`src/rtl/ristretto_pmp_scan.sv`:
```
// Sequential PMP checker: one shared match datapath scans one entry per cycle
// for a fetch and a load/store requester. Optional macro: RISTRETTO_PMP_EARLY_EXIT_EN.
module ristretto_pmp_scan #(
  parameter int DataWidth  = 32,
  parameter int AddrWidth  = 32,
  parameter int PMPentries = 16
) (
  input  logic                                   pmpc_clk_i,
  input  logic                                   pmpc_rst_ni,
  input  logic                                   pmpc_curr_pvm_i,
  input  logic [PMPentries/4-1:0][DataWidth-1:0] pmpc_pmpcfg_i,
  input  logic [PMPentries-1:0][AddrWidth-1:0]   pmpc_pmpaddr_i,
  input  logic                                   pmpc_if_req_i,
  input  logic [AddrWidth-1:0]                   pmpc_if_addr_i,
  output logic                                   pmpc_if_ack_o,
  output logic                                   pmpc_if_valid_o,
  output logic                                   pmpc_if_grant_o,
  input  logic                                   pmpc_ls_req_i,
  input  logic [AddrWidth-1:0]                   pmpc_ls_addr_i,
  input  logic                                   pmpc_ls_we_i,
  output logic                                   pmpc_ls_ack_o,
  output logic                                   pmpc_ls_valid_o,
  output logic                                   pmpc_ls_grant_o,
  input  logic                                   pmpc_flush_i,
  output logic                                   pmpc_busy_o
);

  localparam int IdxW    = $clog2(PMPentries);
  localparam int CfgN    = PMPentries / 4;
  localparam int CfgIdxW = (CfgN > 1) ? $clog2(CfgN) : 1;

  typedef enum logic [1:0] {
    S_IDLE = 2'd0,
    S_SCAN = 2'd1,
    S_RESP = 2'd2
  } state_t;

  state_t                 r_state;
  state_t                 w_state_nxt;
  logic [IdxW-1:0]        r_idx;
  logic                   r_rr_fetch;
  logic                   r_id_ls;
  logic                   r_found;
  logic                   r_grant;
  logic                   r_we;
  logic [AddrWidth-3:0]   r_addr;

  logic                   w_pick_if;
  logic                   w_pick_ls;
  logic                   w_accept;
  logic                   w_last;
  logic                   w_hit;
  logic                   w_perm;
  logic                   w_entry_grant;
  logic                   w_resp;
  logic [CfgIdxW-1:0]     w_cfg_sel;
  logic [DataWidth-1:0]   w_cfg_word;
  logic [7:0]             w_cfg;
  logic [IdxW-1:0]        w_prev_idx;
  logic [AddrWidth-1:0]   w_a;
  logic [AddrWidth-1:0]   w_lo;
  logic [AddrWidth-1:0]   w_hi;
  logic                   w_unused;

  // Address match for one entry. NAPOT mask clears the trailing ones and the
  // first zero above them; an all-ones pmpaddr yields a zero mask (match all).
  function automatic logic f_match(input logic [1:0]           mode,
                                   input logic [AddrWidth-1:0] a,
                                   input logic [AddrWidth-1:0] lo,
                                   input logic [AddrWidth-1:0] hi);
    logic [AddrWidth-1:0] mask;
    logic                 m;
    m    = 1'b0;
    mask = ~(hi ^ (hi + AddrWidth'(1)));
    case (mode)
      2'b01:   m = (lo < hi) && (a >= lo) && (a < hi);
      2'b10:   m = (a == hi);
      2'b11:   m = ((a & mask) == (hi & mask));
      default: m = 1'b0;
    endcase
    return m;
  endfunction

  function automatic logic f_grant(input logic locked,
                                   input logic perm,
                                   input logic mmode);
    return locked ? perm : (perm | mmode);
  endfunction

  // Arbitration and acceptance (IDLE only)
  always_comb begin
    w_pick_if = pmpc_if_req_i && (!pmpc_ls_req_i || r_rr_fetch);
    w_pick_ls = pmpc_ls_req_i && !w_pick_if;
    w_accept  = (r_state == S_IDLE) && !pmpc_flush_i &&
                (pmpc_if_req_i || pmpc_ls_req_i);
  end

  assign pmpc_if_ack_o = w_accept && w_pick_if;
  assign pmpc_ls_ack_o = w_accept && w_pick_ls;

  // Entry decode for the entry under scan
  assign w_cfg_sel  = CfgIdxW'(r_idx >> 2);
  assign w_cfg_word = pmpc_pmpcfg_i[w_cfg_sel];
  assign w_cfg      = w_cfg_word[{r_idx[1:0], 3'b000} +: 8];
  assign w_prev_idx = r_idx - IdxW'(1);
  assign w_hi       = pmpc_pmpaddr_i[r_idx];
  assign w_lo       = (r_idx == '0) ? '0 : pmpc_pmpaddr_i[w_prev_idx];
  assign w_a        = {2'b00, r_addr};
  assign w_last     = (r_idx == IdxW'(PMPentries - 1));

  always_comb begin
    w_hit         = (r_state == S_SCAN) && f_match(w_cfg[4:3], w_a, w_lo, w_hi);
    w_perm        = r_id_ls ? (r_we ? w_cfg[1] : w_cfg[0]) : w_cfg[2];
    w_entry_grant = f_grant(w_cfg[7], w_perm, pmpc_curr_pvm_i);
  end

  assign w_unused = ^{pmpc_if_addr_i[1:0], pmpc_ls_addr_i[1:0], w_cfg[6:5]};

  always_comb begin
    w_state_nxt = r_state;
    case (r_state)
      S_IDLE: begin
        if (w_accept) w_state_nxt = S_SCAN;
      end
      S_SCAN: begin
        if (pmpc_flush_i) begin
          w_state_nxt = S_IDLE;
`ifdef RISTRETTO_PMP_EARLY_EXIT_EN
        end else if (w_hit) begin
          w_state_nxt = S_RESP;
`endif
        end else if (w_last) begin
          w_state_nxt = S_RESP;
        end
      end
      S_RESP:  w_state_nxt = S_IDLE;
      default: w_state_nxt = S_IDLE;
    endcase
  end

  // Control state: state, scan index, round-robin pointer, registered decision
  always_ff @(posedge pmpc_clk_i or negedge pmpc_rst_ni) begin
    if (!pmpc_rst_ni) begin
      r_state    <= S_IDLE;
      r_idx      <= '0;
      r_rr_fetch <= 1'b1;
      r_id_ls    <= 1'b0;
      r_found    <= 1'b0;
      r_grant    <= 1'b0;
    end else begin
      r_state <= w_state_nxt;
      case (r_state)
        S_IDLE: begin
          if (w_accept) begin
            r_idx      <= '0;
            r_id_ls    <= w_pick_ls;
            r_rr_fetch <= w_pick_ls;
            r_found    <= 1'b0;
            r_grant    <= 1'b0;
          end
        end
        S_SCAN: begin
          r_idx <= (pmpc_flush_i || w_state_nxt != S_SCAN) ? '0 : r_idx + IdxW'(1);
          if (!r_found && w_hit) begin
            r_found <= 1'b1;
            r_grant <= w_entry_grant;
          end else if (!r_found && w_last) begin
            r_grant <= pmpc_curr_pvm_i;
          end
        end
        default: r_idx <= '0;
      endcase
    end
  end

  // Request payload captured at the ack edge; the requester may then move on
  always_ff @(posedge pmpc_clk_i) begin
    if (w_accept) begin
      r_addr <= w_pick_ls ? pmpc_ls_addr_i[AddrWidth-1:2] : pmpc_if_addr_i[AddrWidth-1:2];
      r_we   <= w_pick_ls && pmpc_ls_we_i;
    end
  end

  assign w_resp          = (r_state == S_RESP) && !pmpc_flush_i;
  assign pmpc_if_valid_o = w_resp && !r_id_ls;
  assign pmpc_ls_valid_o = w_resp && r_id_ls;
  assign pmpc_if_grant_o = pmpc_if_valid_o && r_grant;
  assign pmpc_ls_grant_o = pmpc_ls_valid_o && r_grant;
  assign pmpc_busy_o     = (r_state != S_IDLE);

endmodule

```
`config.mk`:
```
export PLATFORM = sky130hd
export DESIGN_NAME = ristretto_pmp_scan
export DESIGN_NICKNAME = d
export VERILOG_FILES = /design/src/rtl/ristretto_pmp_scan.sv
export SDC_FILE = /design/constraint.sdc
export NUM_CORES = 1
export LEC_CHECK = 0
export BUFFER_PORTS_ARGS = -buffer_cell sky130_fd_sc_hd__buf_4
export CAP_MARGIN = 0
export CORE_AREA = 2 2 280 282
export CTS_BUF_LIST = sky130_fd_sc_hd__clkbuf_16
export CTS_CLUSTER_SIZE = 24
export DETAILED_ROUTE_END_ITERATION = 10
export DIE_AREA = 0 0 282 284
export SYNTH_ARGS = -nofsm -noshare
export SYNTH_HDL_FRONTEND = slang
export SYNTH_SLANG_ARGS = --single-unit
```
`constraint.sdc`:
```
create_clock -name pmpc_clk_i -period 7.2 [get_ports pmpc_clk_i]
set_clock_uncertainty 0.1 [all_clocks]
set_input_delay 1.44 -clock pmpc_clk_i [delete_from_list [all_inputs] [get_ports pmpc_clk_i]]
set_output_delay 1.44 -clock pmpc_clk_i [all_outputs]
set_load 0.01 [all_outputs]
```
# ---- Word level (Yosys, flattened, before mapping)
# Cells that the tools add are included.
dict set report totals {
  register_bits 41
  latchBits 0
  ram_bits 0
  mem_bits_ro 0
  in_bits 711
  mem_count 0
}
dict set report op_classes {
  n_addsub 3
  multipliers 0
  div_mod_pow 0
  magnitude_cmp 6
  eq_ne 12
  shift 1
  mux 25
  bitwise 5
  reduce_logical 32
}
# operator n
set op_table {}
lappend op_table {{32-bit binary-select mux with 4-bit select} 2}
lappend op_table {{32-bit two-way mux} 4}
lappend op_table {{32-bit binary-select mux with 2-bit select} 1}
lappend op_table {{32-bit by 1-bit adder with 32-bit output (second input constant)} 1}
lappend op_table {{30-bit by 32-bit bitwise AND with 32-bit output} 1}
lappend op_table {{32-bit bitwise AND} 1}
lappend op_table {{30-bit by 32-bit equality test with 1-bit output} 1}
lappend op_table {{32-bit equality test} 1}
lappend op_table {{30-bit by 32-bit >= comparator with 1-bit output} 1}
lappend op_table {{30-bit by 32-bit < comparator with 1-bit output} 1}
lappend op_table {{32-bit < comparator} 1}
lappend op_table {{32-bit inverter} 1}
lappend op_table {{32-bit by 6-bit indexed part select with 8-bit output} 1}
lappend op_table {{32-bit XOR} 1}
lappend op_table {{30-bit two-way mux} 1}
lappend op_table {{1-bit logical AND} 17}
lappend op_table {{4-bit by 5-bit < comparator with 1-bit output (second input constant)} 2}
lappend op_table {{4-bit two-way mux} 2}
lappend op_table {{4-bit case mux with 2 select lines} 1}
lappend op_table {{1-bit two-way mux} 7}
lappend op_table {{2-bit equality test (second input constant)} 3}
lappend op_table {{2-bit two-way mux} 3}
lappend op_table {{3-bit AND reduction} 2}
lappend op_table {{1-bit logical NOT} 5}
lappend op_table {{17 further kinds} 23}

# ---- Logic depth before layout (Yosys ltp)
# Gate-level depths: netlist of the first run.
dict set report depth {
  word_depth 12
  ltp_mapped 27
}

# ---- Worst setup path after synthesis of the first run
# OpenSTA, ideal clock, no wires.
dict set report synth_path {
  kind {input-to-reg}
  startpoint {input port pmpc_pmpaddr_i[324] (netlist bit)}
  endpoint {register r_grant}
  setup_time_ps 131
  arrival_time_ps 5471
  t_required_ps 6969
  path_slack_ps 1498
  path_stages 21
  n_path_buf 0
  path_cell_list {mux2i_1 > a22o_1 > or2_4 > nor4_4 > o21ai_2 > nor2b_4 > nor4b_1 > and2_1 > nand2b_1 > ha_1 > nand2_1 > o21ai_0 > nand2_1 > o22ai_1 > or4_1 > a2111oi_0 > and4_1 > nor4bb_1 > nor3b_2 > o2111ai_1 > mux2i_1}
}
dict set report synth_via {
  elab_chain_cells 12
  word_cells_on_any_way 24
  classes_between {1 x add/sub; 3 x order compare; 3 x eq/ne; 8 x mux; 4 x bitwise; 5 x reduce/logical}
}
# element line_no
set synth_lines {}
lappend synth_lines {{from (decl)} 12} ;# input logic [PMPentries-1:0][AddrWidth-1:0] pmpc_pmpaddr_i,
lappend synth_lines {{32-bit binary-select mux with 4-bit select} 106} ;# assign w_hi = pmpc_pmpaddr_i[r_idx];
lappend synth_lines {{32-bit two-way mux (implied by the code)} 106}
lappend synth_lines {{32-bit by 1-bit adder with 32-bit output} 74} ;# mask = ~(hi ^ (hi + AddrWidth'(1)));
lappend synth_lines {{32-bit XOR} 74}
lappend synth_lines {{32-bit inverter} 74}
lappend synth_lines {{30-bit by 32-bit bitwise AND with 32-bit output / 32-bit bitwise AND (equally long branches)} 78} ;# 2'b11: m = ((a & mask) == (hi & mask));
lappend synth_lines {{32-bit equality test} 78}
lappend synth_lines {{1-bit case mux with 3 select lines *} 75} ;# case (mode)
lappend synth_lines {{1-bit logical AND *} 112} ;# w_hit = (r_state == S_SCAN) && f_match(w_cfg[4:3], w_a, w_lo, w_hi);
lappend synth_lines {{1-bit logical AND *} 164} ;# if (!r_found && w_hit) begin
lappend synth_lines {{3-bit by 1-bit inequality test with 1-bit output (no line) / 1-bit two-way mux (equally long branches)} n/a}
lappend synth_lines {{3-bit AND reduction (no line) / 1-bit case mux with 2 select lines (equally long branches)} n/a}
lappend synth_lines {{to (signal assigned)} 166} ;# r_grant <= w_entry_grant;
lappend synth_lines {{to (signal assigned)} 168} ;# r_grant <= pmpc_curr_pvm_i;
lappend synth_lines {{to (decl)} 44} ;# logic r_grant;
# Mark *: on every way between the ends. The rest lies on a longest branch, timed or not. The select of a mux whose other input is x is not followed.
# A chain may end at the register's enable or synchronous reset.

# ---- Worst setup path after layout of the first run
dict set report layout_path {
  startpoint {register r_idx[0]}
  endpoint {register r_grant}
}
dict set report layout_via {
  elab_chain_cells 12
  word_cells_on_any_way 36
  classes_between {2 x add/sub; 3 x order compare; 7 x eq/ne; 1 x shift; 11 x mux; 5 x bitwise; 7 x reduce/logical}
}
# element line_no
set layout_lines {}
lappend layout_lines {{from (decl)} 40} ;# logic [IdxW-1:0] r_idx;
lappend layout_lines {{from (signal assigned)} 163} ;# r_idx <= (pmpc_flush_i || w_state_nxt != S_SCAN) ? '0 : r_idx + IdxW'(1);
lappend layout_lines {{4-bit by 1-bit subtractor with 4-bit output / 32-bit binary-select mux with 4-bit select (equally long branches)} {105, 106}}
lappend layout_lines {{32-bit binary-select mux with 4-bit select / 32-bit two-way mux (equally long branches)} {107, 106}}
lappend layout_lines {{32-bit two-way mux (implied by the code) / 32-bit by 1-bit adder with 32-bit output (equally long branches)} {107, 74}}
lappend layout_lines {{32-bit two-way mux / 32-bit XOR (equally long branches)} {107, 74}}
lappend layout_lines {{32-bit < comparator (tied with other cells)} 76} ;# 2'b01: m = (lo < hi) && (a >= lo) && (a < hi);
lappend layout_lines {{1-bit logical AND (tied with other cells)} 76}
lappend layout_lines {{1-bit logical AND / 32-bit equality test (equally long branches)} {76, 78}}
lappend layout_lines {{1-bit case mux with 3 select lines} 75}
lappend layout_lines {{1-bit logical AND} 112}
lappend layout_lines {{1-bit logical AND} 164}
lappend layout_lines {{3-bit by 1-bit inequality test with 1-bit output (no line) / 1-bit two-way mux (equally long branches)} n/a}
lappend layout_lines {{3-bit AND reduction (no line) / 1-bit case mux with 2 select lines (equally long branches)} n/a}
# Several ways; a longest one is shown, not always the timed one. The select of a mux whose other input is x is not followed.

==> summary.md, run 1 <==
The flow ran to the end, and the final reports show no timing, DRC or antenna violations. The logs give 1376 for the initial DRC count and 2 for the number of H-tree levels. The number of post-CTS setup repair buffers was 0; the number of cells in the finished layout apart from fillers was 3310. Across all setup checks in the final design, the least slack found is 0.485 ns.

Across the VDD grid, the largest voltage drop is 0.0898 mV. Counting the buffers created by CTS gives 5. For the worst-skew pair, the clock arrives at the later sink with an insertion delay of 0.30 ns. Vertical die dimension: 284 um. For this run, design rule violations remaining after detail routing come to 0. The area fraction of the dominant cell type after synthesis is 0.347. Setup violations remaining at the end of the flow were counted as 0. The minimum period implied by the final worst setup slack is 6.71 ns, and the average wire per standard cell is 27.0 um. The core area is 0.0770 mm^2. The power density over the cells is 167 mW/mm^2, and the adder-cell area share of the yosys netlist is 0.0971.

Relative slew slack: 0.0525. Simple-gate share of the synthesized area: 0.177. The most common cell in the synthesized netlist is sky130_fd_sc_hd__mux4_2. Ranked by total cell area, the synthesized netlist is headed by sky130_fd_sc_hd__mux4_2, sky130_fd_sc_hd__ha_1, sky130_fd_sc_hd__mux2i_1. The tree built by TritonCTS fans out to 41 sinks.

The initial core utilization is 0.204, and the pin count of the biggest net entering global routing is 78. Worst min-delay path class: reg -> reg. The length of the first detailed-routing pass in iterations is 5, and the number of nets in the final layout is 3094. The initial antenna violation count came out at 8.

The number of cells traversed by the worst hold path is 2. Arrival time of data at the critical path endpoint: 6.77 ns. The tools report the terminus of the critical flop-to-flop path as r_grant.

The die covers 0.0801 mm^2. The max-cap violation count was 0. Start-to-end type of the worst setup path: reg -> reg. The met3 track demand over resource is 0.0319. In the synthesized netlist, the cells that appear most often are sky130_fd_sc_hd__mux4_2, sky130_fd_sc_hd__nand2_1, sky130_fd_sc_hd__nand3_1. During placement, the flow inserted port buffers numbering 681. Part of the cycle the worst path needs: 0.933. Beginning of the worst hold path: r_found. Clock-pin slew was measured on the worst setup and hold paths at 0.07 ns.

The tools report the post-placement cell count as 3294. The max-slew violation count was 0. Among all flip-flop cells after synthesis, the most frequent one is sky130_fd_sc_hd__edfxtp_1.

The XOR/XNOR share of the synthesized area is 0.0167. Category of the worst setup path launch point: a flip-flop. Busiest metal layer after global routing: met2.

Setup repair after global routing left no endpoint under its margin. The worst endpoint required time is 7.26 ns, and the global-route met1 utilization is 0.275. In this run the remaining antenna-violating nets after routing total 0.

During I/O placement, the number of pins put on the boundary was 718. Counting cells, the worst reg-to-reg path comes to 22. The post-route core utilization came out at 0.290. The highest net fanout along the worst path was 22. The run gives 0 as the number of hold violations in the final report. In the routed layout, each cell is associated on average with a via count of 5.34.

The slew at the pin closest to its max-slew limit was 1.42 ns; the part of the Yosys area used for sequential elements was 0.0752. Counting every net in the synthesized netlist gives 2447. End point of the most critical hold path: r_found. The routed wire length is 89200 um.

In this run the core area contains 102 standard-cell rows. STA classifies the critical path endpoint as a flip-flop. Relative to the synthesized area, the layout overhead comes to 41.9%.

Once layout is done, the placed cells without fillers occupy 0.0223 mm^2. For the aggregate global-route resource usage, the log shows 0.216. The cell count after synthesis came out at 1614. Of all cell types, the one taking the most synthesized area is sky130_fd_sc_hd__mux4_2.

The count of synthesis-stage warnings from yosys is 0, and the proportion of register bits with asynchronous set or reset after synthesis is 0.244. The number of global-route vias before repair is 17.8k, and the number of buffers inserted for hold repair after clock tree synthesis is 0. In this run the horizontal extent of the chip is 282 um.

The tools report the placement-stage cell area as 0.0221 mm^2. The final weighted congestion in routability-driven placement was 0.956; the global-route wire length before repair was 126000 um. After synthesis, the netlist uses 89 different library cells. The run gives 0.149 GHz as the peak clock frequency supported by timing. The synthesized design contains 41 register bits. Counting flops with a built-in enable in the synthesized netlist gives 31. Across all register-to-register paths, the minimum setup slack is 0.49 ns. The compound-cell area share of the yosys netlist is 0.117, and the proportion of synthesized area in mux cells is 0.447. For the final routed database, the setup TNS stands at 0 ns. In this run the mean area of a mapped cell was 9.74 um^2. The aggregate global routing overflow was 0; the fraction of final layout cells with drive strength greater than 1 was 0.478. By area, the combinational part of the netlist is dominated by multiplexers.

The worst register-to-register path begins at r_idx[0]. The leakage power came out at 9.16 nW. The routed layout has 17.7k vias.

The total standard cell area after synthesis was 0.0157 mm^2. The logs give 76700 um for the final HPWL from detailed placement and 2 for the maximum buffer depth of the clock tree. TritonCTS built the clock tree. The run gives 0.370 ns as the setup slack at placement. The run gives 0.381 as the fraction of met2 tracks used by global routing. The tools report the library cell used as clock root buffer as sky130_fd_sc_hd__clkbuf_16.
-- registers in the layout, summed over array words and instances (netlist names) --
name,flops
r_addr,30
r_found,1
r_grant,1
r_id_ls,1
r_idx,4
r_rr_fetch,1
r_state,2
r_we,1
-- metal layers --
metal | vias to the layer above | part of all wire
met3 | 104 | 0.080
met4 | 0 | 0.021
met2 | 1001 | 0.50
li1 | 7768 | -
met1 | 8806 | 0.40
met5 | - | 0
-- cells by family (layout without fill, tap and decap cells) --
group / Yosys count / count (layout)
and+or+nand+nor: 562 / 562
xor gates and xnor gates: 30 / 30
adders and majority gates: 122 / 122
buffers and inverters: 205 / 853
AOI/OAI and AO/OA: 266 / 266
DFF: 41 / 41
muxes: 388 / 388
other: 0 / 8
-- per-stage QoR --
stage	power, mW	hold WS [ns]
2_1_floorplan	2.30	0.339
3_3_place_gp	3.47	0.354
3_5_place_dp	3.48	0.360
4_1_cts	3.73	0.377
5_1_grt	4.01	0.449
6_report	3.73	0.375
-- how the worst max path moves through the flow --
stage                             start       to  cells after the start
floorplan           pmpc_pmpaddr_i[324]  r_grant                     21
detailed placement  pmpc_pmpaddr_i[389]  r_grant                     24
global route                   r_idx[0]  r_grant                     21
CTS                            r_idx[0]  r_grant                     22
global placement    pmpc_pmpaddr_i[389]  r_grant                     24
finish                         r_idx[0]  r_grant                     22
-- report_power, final --
part | internal [mW] | switching (mW) | total [mW] | leakage (nW)
clock | 0.128 | 0.103 | 0.231 | 0.0673
sequential | 0.287 | 0.0639 | 0.351 | 0.414
combinational | 1.44 | 1.71 | 3.15 | 8.68
total | 1.85 | 1.87 | 3.73 | 9.16
-- cell type report --
| cell class | count | area, um^2 |
|---|---|---|
| fillers | 8282 | 54600 |
| multi-input cells | 1368 | 13500 |
| repair buffers | 760 | 5810 |
| well taps | 1040 | 1300 |
| flip-flops and latches | 41 | 1200 |
| inverters | 85 | 319 |
| clock buffers | 5 | 125 |
| diodes | 8 | 20.0 |
| clock inverters | 3 | 18.8 |
-- placed cells by master (no fill, tap or decap), types with 24 or more instances in the layout --
cell type / n
sky130_fd_sc_hd__ha_1: 121
sky130_fd_sc_hd__a21oi_1: 48
sky130_fd_sc_hd__mux2i_1: 108
sky130_fd_sc_hd__a22oi_1: 38
sky130_fd_sc_hd__edfxtp_1: 31
sky130_fd_sc_hd__mux2_2: 33
sky130_fd_sc_hd__o21ai_0: 51
sky130_fd_sc_hd__buf_4: 750
sky130_fd_sc_hd__inv_1: 82
sky130_fd_sc_hd__nand2_1: 212
sky130_fd_sc_hd__nor2_1: 51
sky130_fd_sc_hd__nand3_1: 134
sky130_fd_sc_hd__nand4_1: 28
sky130_fd_sc_hd__mux4_2: 242
sky130_fd_sc_hd__nor3_1: 24
-- timing repair --
item	4_1_cts	5_1_grt
endpoints found under the hold margin	0	0
endpoints found under the setup margin	0	2
resized for setup	0	2
-- worst max-delay path, stage by stage, from the launching register on --
cell                        delay, ns
sky130_fd_sc_hd__dfrtp_4         0.70
sky130_fd_sc_hd__and2b_1         0.59
sky130_fd_sc_hd__buf_4           0.33
sky130_fd_sc_hd__a22oi_1         0.39
sky130_fd_sc_hd__nand2_1         0.18
sky130_fd_sc_hd__a21oi_2         0.32
sky130_fd_sc_hd__nand4_1         0.28
sky130_fd_sc_hd__or3_4           0.43
sky130_fd_sc_hd__nor2_1          0.20
sky130_fd_sc_hd__buf_4           0.20
sky130_fd_sc_hd__nand2_1         0.06
sky130_fd_sc_hd__ha_1            0.21
sky130_fd_sc_hd__inv_1           0.11
sky130_fd_sc_hd__o2bb2ai_1       0.09
sky130_fd_sc_hd__nor4_1          0.29
sky130_fd_sc_hd__o221ai_1        0.15
sky130_fd_sc_hd__or4_1           0.45
sky130_fd_sc_hd__a2111oi_0       0.26
sky130_fd_sc_hd__and4_1          0.23
sky130_fd_sc_hd__nor4bb_1        0.17
sky130_fd_sc_hd__nor3b_2         0.29
sky130_fd_sc_hd__o2111ai_1       0.33
sky130_fd_sc_hd__mux2i_1         0.20
Power figures use the tool's default switching activity.
==> run 2, diff against run 1 <==
--- a/config.mk
+++ b/config.mk
@@ -7,11 +7,11 @@
 export LEC_CHECK = 0
 export BUFFER_PORTS_ARGS = -buffer_cell sky130_fd_sc_hd__buf_4
 export CAP_MARGIN = 0
-export CORE_AREA = 2 2 280 282
+export CORE_AREA = 2 2 277 279
 export CTS_BUF_LIST = sky130_fd_sc_hd__clkbuf_16
 export CTS_CLUSTER_SIZE = 24
 export DETAILED_ROUTE_END_ITERATION = 10
-export DIE_AREA = 0 0 282 284
+export DIE_AREA = 0 0 279 281
 export SYNTH_ARGS = -nofsm -noshare
 export SYNTH_HDL_FRONTEND = slang
 export SYNTH_SLANG_ARGS = --single-unit
==> summary.md, run 2 (synthesis results as in run 1) <==
The number of clock buffers inserted by TritonCTS came out at 5 (unchanged). The critical-path cell with the highest stage delay is sky130_fd_sc_hd__dfrtp_4. The logs give 718 (unchanged) for the count of pins on the block boundary and 2 (unchanged) for the maximum buffer depth of the clock tree.

The number of placement rows was 101 (-0.98%); the logic depth of the worst register-to-register path was 23 (+4.5%). The tools report the number of clock sinks as 41 (unchanged). The register with the most flip-flops is r_addr. The logs give 0.29 ns (about the same) for the insertion delay to the later sink of the worst-skew pair and 0 (unchanged) for the number of post-CTS setup repair buffers. The terminus of the critical flop-to-flop path was r_grant. The tools report the startpoint of the most critical setup path as r_idx[3]. For the net switching power, the log shows 1.85 mW (-1.1%).

The fraction of final layout cells with drive strength greater than 1 was 0.476 (-0.00187); the internal power consumption was 1.86 mW (+0.54%). Highest ir drop seen on vdd: 0.106 mV (+18%). The part of the cycle the worst path needs is 0.942 (+0.00920), and the relative slew slack is 0.153 (+0.100). The tools report the post-placement cell count as 3222 (-2.2%). The top cell types in the final layout, fill and taps aside, are sky130_fd_sc_hd__buf_4, sky130_fd_sc_hd__mux4_2, sky130_fd_sc_hd__nand2_1, sky130_fd_sc_hd__nand3_1, sky130_fd_sc_hd__ha_1. The vertical die dimension is 281 um (-1.1%).

Number of port buffers: 681 (unchanged). Leaving out fill and tap cells, the most frequent cell in the layout is sky130_fd_sc_hd__buf_4. Signed area change from the synthesized netlist to the final layout: 40.8%. The peak clock frequency supported by timing was 0.147 GHz (-0.98%). The power density over the cells was 168 mW/mm^2 (+0.53%); the pin count of the biggest net entering global routing was 61 (-22%).

The global-route wire length before repair came out at 124000 um (-1.6%). The post-route DRC violation count is 0 (unchanged). The logs give 88100 um (-1.3%) for the routed wire length and 6.86 ns (+0.09 ns) for the arrival time of data at the critical path endpoint.

The run gives 17.7k (-0.10%) as the total number of vias. The average wire per standard cell is 27.3 um (+1.1%), and the initial antenna violation count is 6 (-2). TritonCTS built the clock tree.

The critical path goes through buf_4 -> nor2b_1 -> a22oi_1 -> nand2_1 -> ha_1 -> and2_1 -> nor2b_4 -> nor4b_1 -> and2_1 -> nand2_1 -> ha_1 -> inv_1 -> o22ai_1 -> nor4_1 -> o221ai_1 -> or4_1 -> a2111oi_0 -> and4_1 -> nor4bb_1 -> nor3b_2 -> o2111ai_1 -> buf_4 -> mux2i_1. The worst min-delay path class was reg -> reg. The number of H-tree levels is 2 (unchanged), and the clock edge transition at the registers on the reported setup and hold paths is 0.06 ns (about the same). The peak per-stage delay on the critical path was 0.64 ns (-0.06 ns); the aggregate global routing overflow was 0 (unchanged).

The slew at the pin closest to its max-slew limit is 1.26 ns (-0.158 ns), and the proportion of power drawn by the clock network is 0.071 (+0.009). For the number of nets with antenna violations after routing, the log shows 0 (unchanged). The logs give 17.7k (-0.98%) for the number of global-route vias before repair and 0.091 (-0.003) for the sequential cell fraction of total power. The cell sitting at the root of the clock tree is a sky130_fd_sc_hd__clkbuf_16. The number of buffers inserted for hold repair after clock tree synthesis is 0 (unchanged), and the via density per instance is 5.46 (+2.3%). Type of destination of the critical path: a flip-flop.

Final HPWL from detailed placement: 75700 um (-1.3%). For the initial DRC count, the log shows 1678 (+22%). The post-route core utilization is 0.293 (+0.00346). The slack of the critical path came out at 0.419 ns (-0.0662 ns). The max-cap violation count came out at 0 (unchanged).

The largest registers in the layout are r_addr x30, r_idx x4, r_state x2. The tools report the number of cells in the finished layout apart from fillers as 3232 (-2.4%). The number of filler cells placed in the layout is 8063 (-2.6%), and the number of hold violations in the final report is 0 (unchanged). Setup repair after global routing left no endpoint under its margin. The worst setup path is launched from a flip-flop.

The run gives 7.27 ns (about the same) as the worst endpoint required time. For the total die area, the log shows 0.0784 mm^2 (-2.1%). The die boundary width is 279 um (-1.1%). The tools report the leakage power as 9.12 nW (-0.42%). The logs give 0 ns (unchanged) for the aggregate negative setup slack and 0 (unchanged) for the final number of setup-violating endpoints. Flip-flop count of the largest register after layout: 30 (unchanged). The most critical setup path has its endpoint at r_grant. The slack of the worst reg-to-reg path was 0.42 ns (-0.07 ns).

The launch point of the worst reg-to-reg path was r_idx[3]. The share of power burned in combinational logic is 0.838 (-0.006), and the number of nets in the final layout is 3084 (-0.32%). The aggregate global-route resource usage was 0.216 (+0.000572). The setup slack at placement was 0.324 ns (-0.0465 ns); the length of the first detailed-routing pass in iterations was 5 (unchanged).

The worst setup path is of the reg -> reg kind. The run finished with clean final reports. The minimum period implied by the final worst setup slack is 6.78 ns (+0.0662 ns). The run gives 3.72 mW (-0.27%) as the overall power. The tools report the core area as 0.0754 mm^2 (-2.0%). The proportion of total power due to net switching came out at 0.498 (-0.00403).

The number of gates given a new drive strength after cts came out at 0 (unchanged). The highest net fanout along the worst path was 31 (+41%); the final weighted congestion in routability-driven placement was 0.967 (+1.2%). The tools report the max-slew violation count as 0 (unchanged). The run gives 0.208 (+0.00410) as the initial core utilization.
[run 2: cell types whose count changed in the layout (fill, tap and decap cells not counted)]
cell                         previous run  this run
sky130_fd_sc_hd__nor2_1                51        50
sky130_fd_sc_hd__clkinv_2               0         1
sky130_fd_sc_hd__clkinvlp_4             2         0
sky130_fd_sc_hd__diode_2                8         2
sky130_fd_sc_hd__bufinv_16              0         1
sky130_fd_sc_hd__buf_6                  2         0
sky130_fd_sc_hd__buf_4                750       744
sky130_fd_sc_hd__nor2_2                 3         4
sky130_fd_sc_hd__buf_12                 8         6
[run 2: worst min path at each step]
stage                     endpoint  cells after the start  slack [ns]     from
after detailed placement   r_found                      2        0.36  r_found
after global placement     r_found                      2        0.36  r_found
after global routing       r_found                      2        0.42  r_found
after CTS                  r_found                      2        0.38  r_found
final                      r_found                      2        0.38  r_found
after floorplan            r_found                      2        0.34  r_found
[run 2: layout make-up]
cell class,count,area [um^2],area share
multi-input cells,1368,13500,0.611
repair buffers,750,5710,0.258
well taps,978,1220,0.0553
flip-flops and latches,41,1200,0.0541
inverters,85,319,0.0144
clock buffers,5,125,0.00565
clock inverters,3,38.8,0.00175
diodes,2,5.00,0.000226
[run 2: layer usage]
metal	part of all wire	global-route usage	up-vias
li1	-	-	7732
met1	0.39	0.272	8799
met2	0.50	0.390	1005
met3	0.080	0.0338	123
met4	0.023	0.0437	2
met5	0.00019	0	-
[run 2: through the flow]
step                cell area [um^2]  hold WS, ns
floorplan                      15700        0.339
global placement               22000        0.355
detailed placement             22000        0.361
CTS                            22100        0.375
global route                   22100        0.423
finish                         22100        0.378
[run 2: power groups by stage]
stage / Clock, mW / Sequential, mW / Combinational [mW]
after floorplan: 0 / 0.305 / 1.99
after global placement: 0 / 0.342 / 3.06
final: 0.265 / 0.337 / 3.12
after global routing: 0.289 / 0.340 / 3.36
after CTS: 0.281 / 0.337 / 3.09
after detailed placement: 0 / 0.343 / 3.08
[run 2: worst max-delay path, delay by kind of cell, from the launching register on]
| family | cells | cell delay [ns] |
|---|---|---|
| AND/OR/NAND/NOR | 12 | 3.75 |
| AO/OA/AOI/OAI | 5 | 0.89 |
| buffers and inverters | 3 | 0.66 |
| flip-flops | 1 | 0.64 |
| adder cells (fa/ha/maj) | 2 | 0.48 |
| multiplexers | 1 | 0.11 |
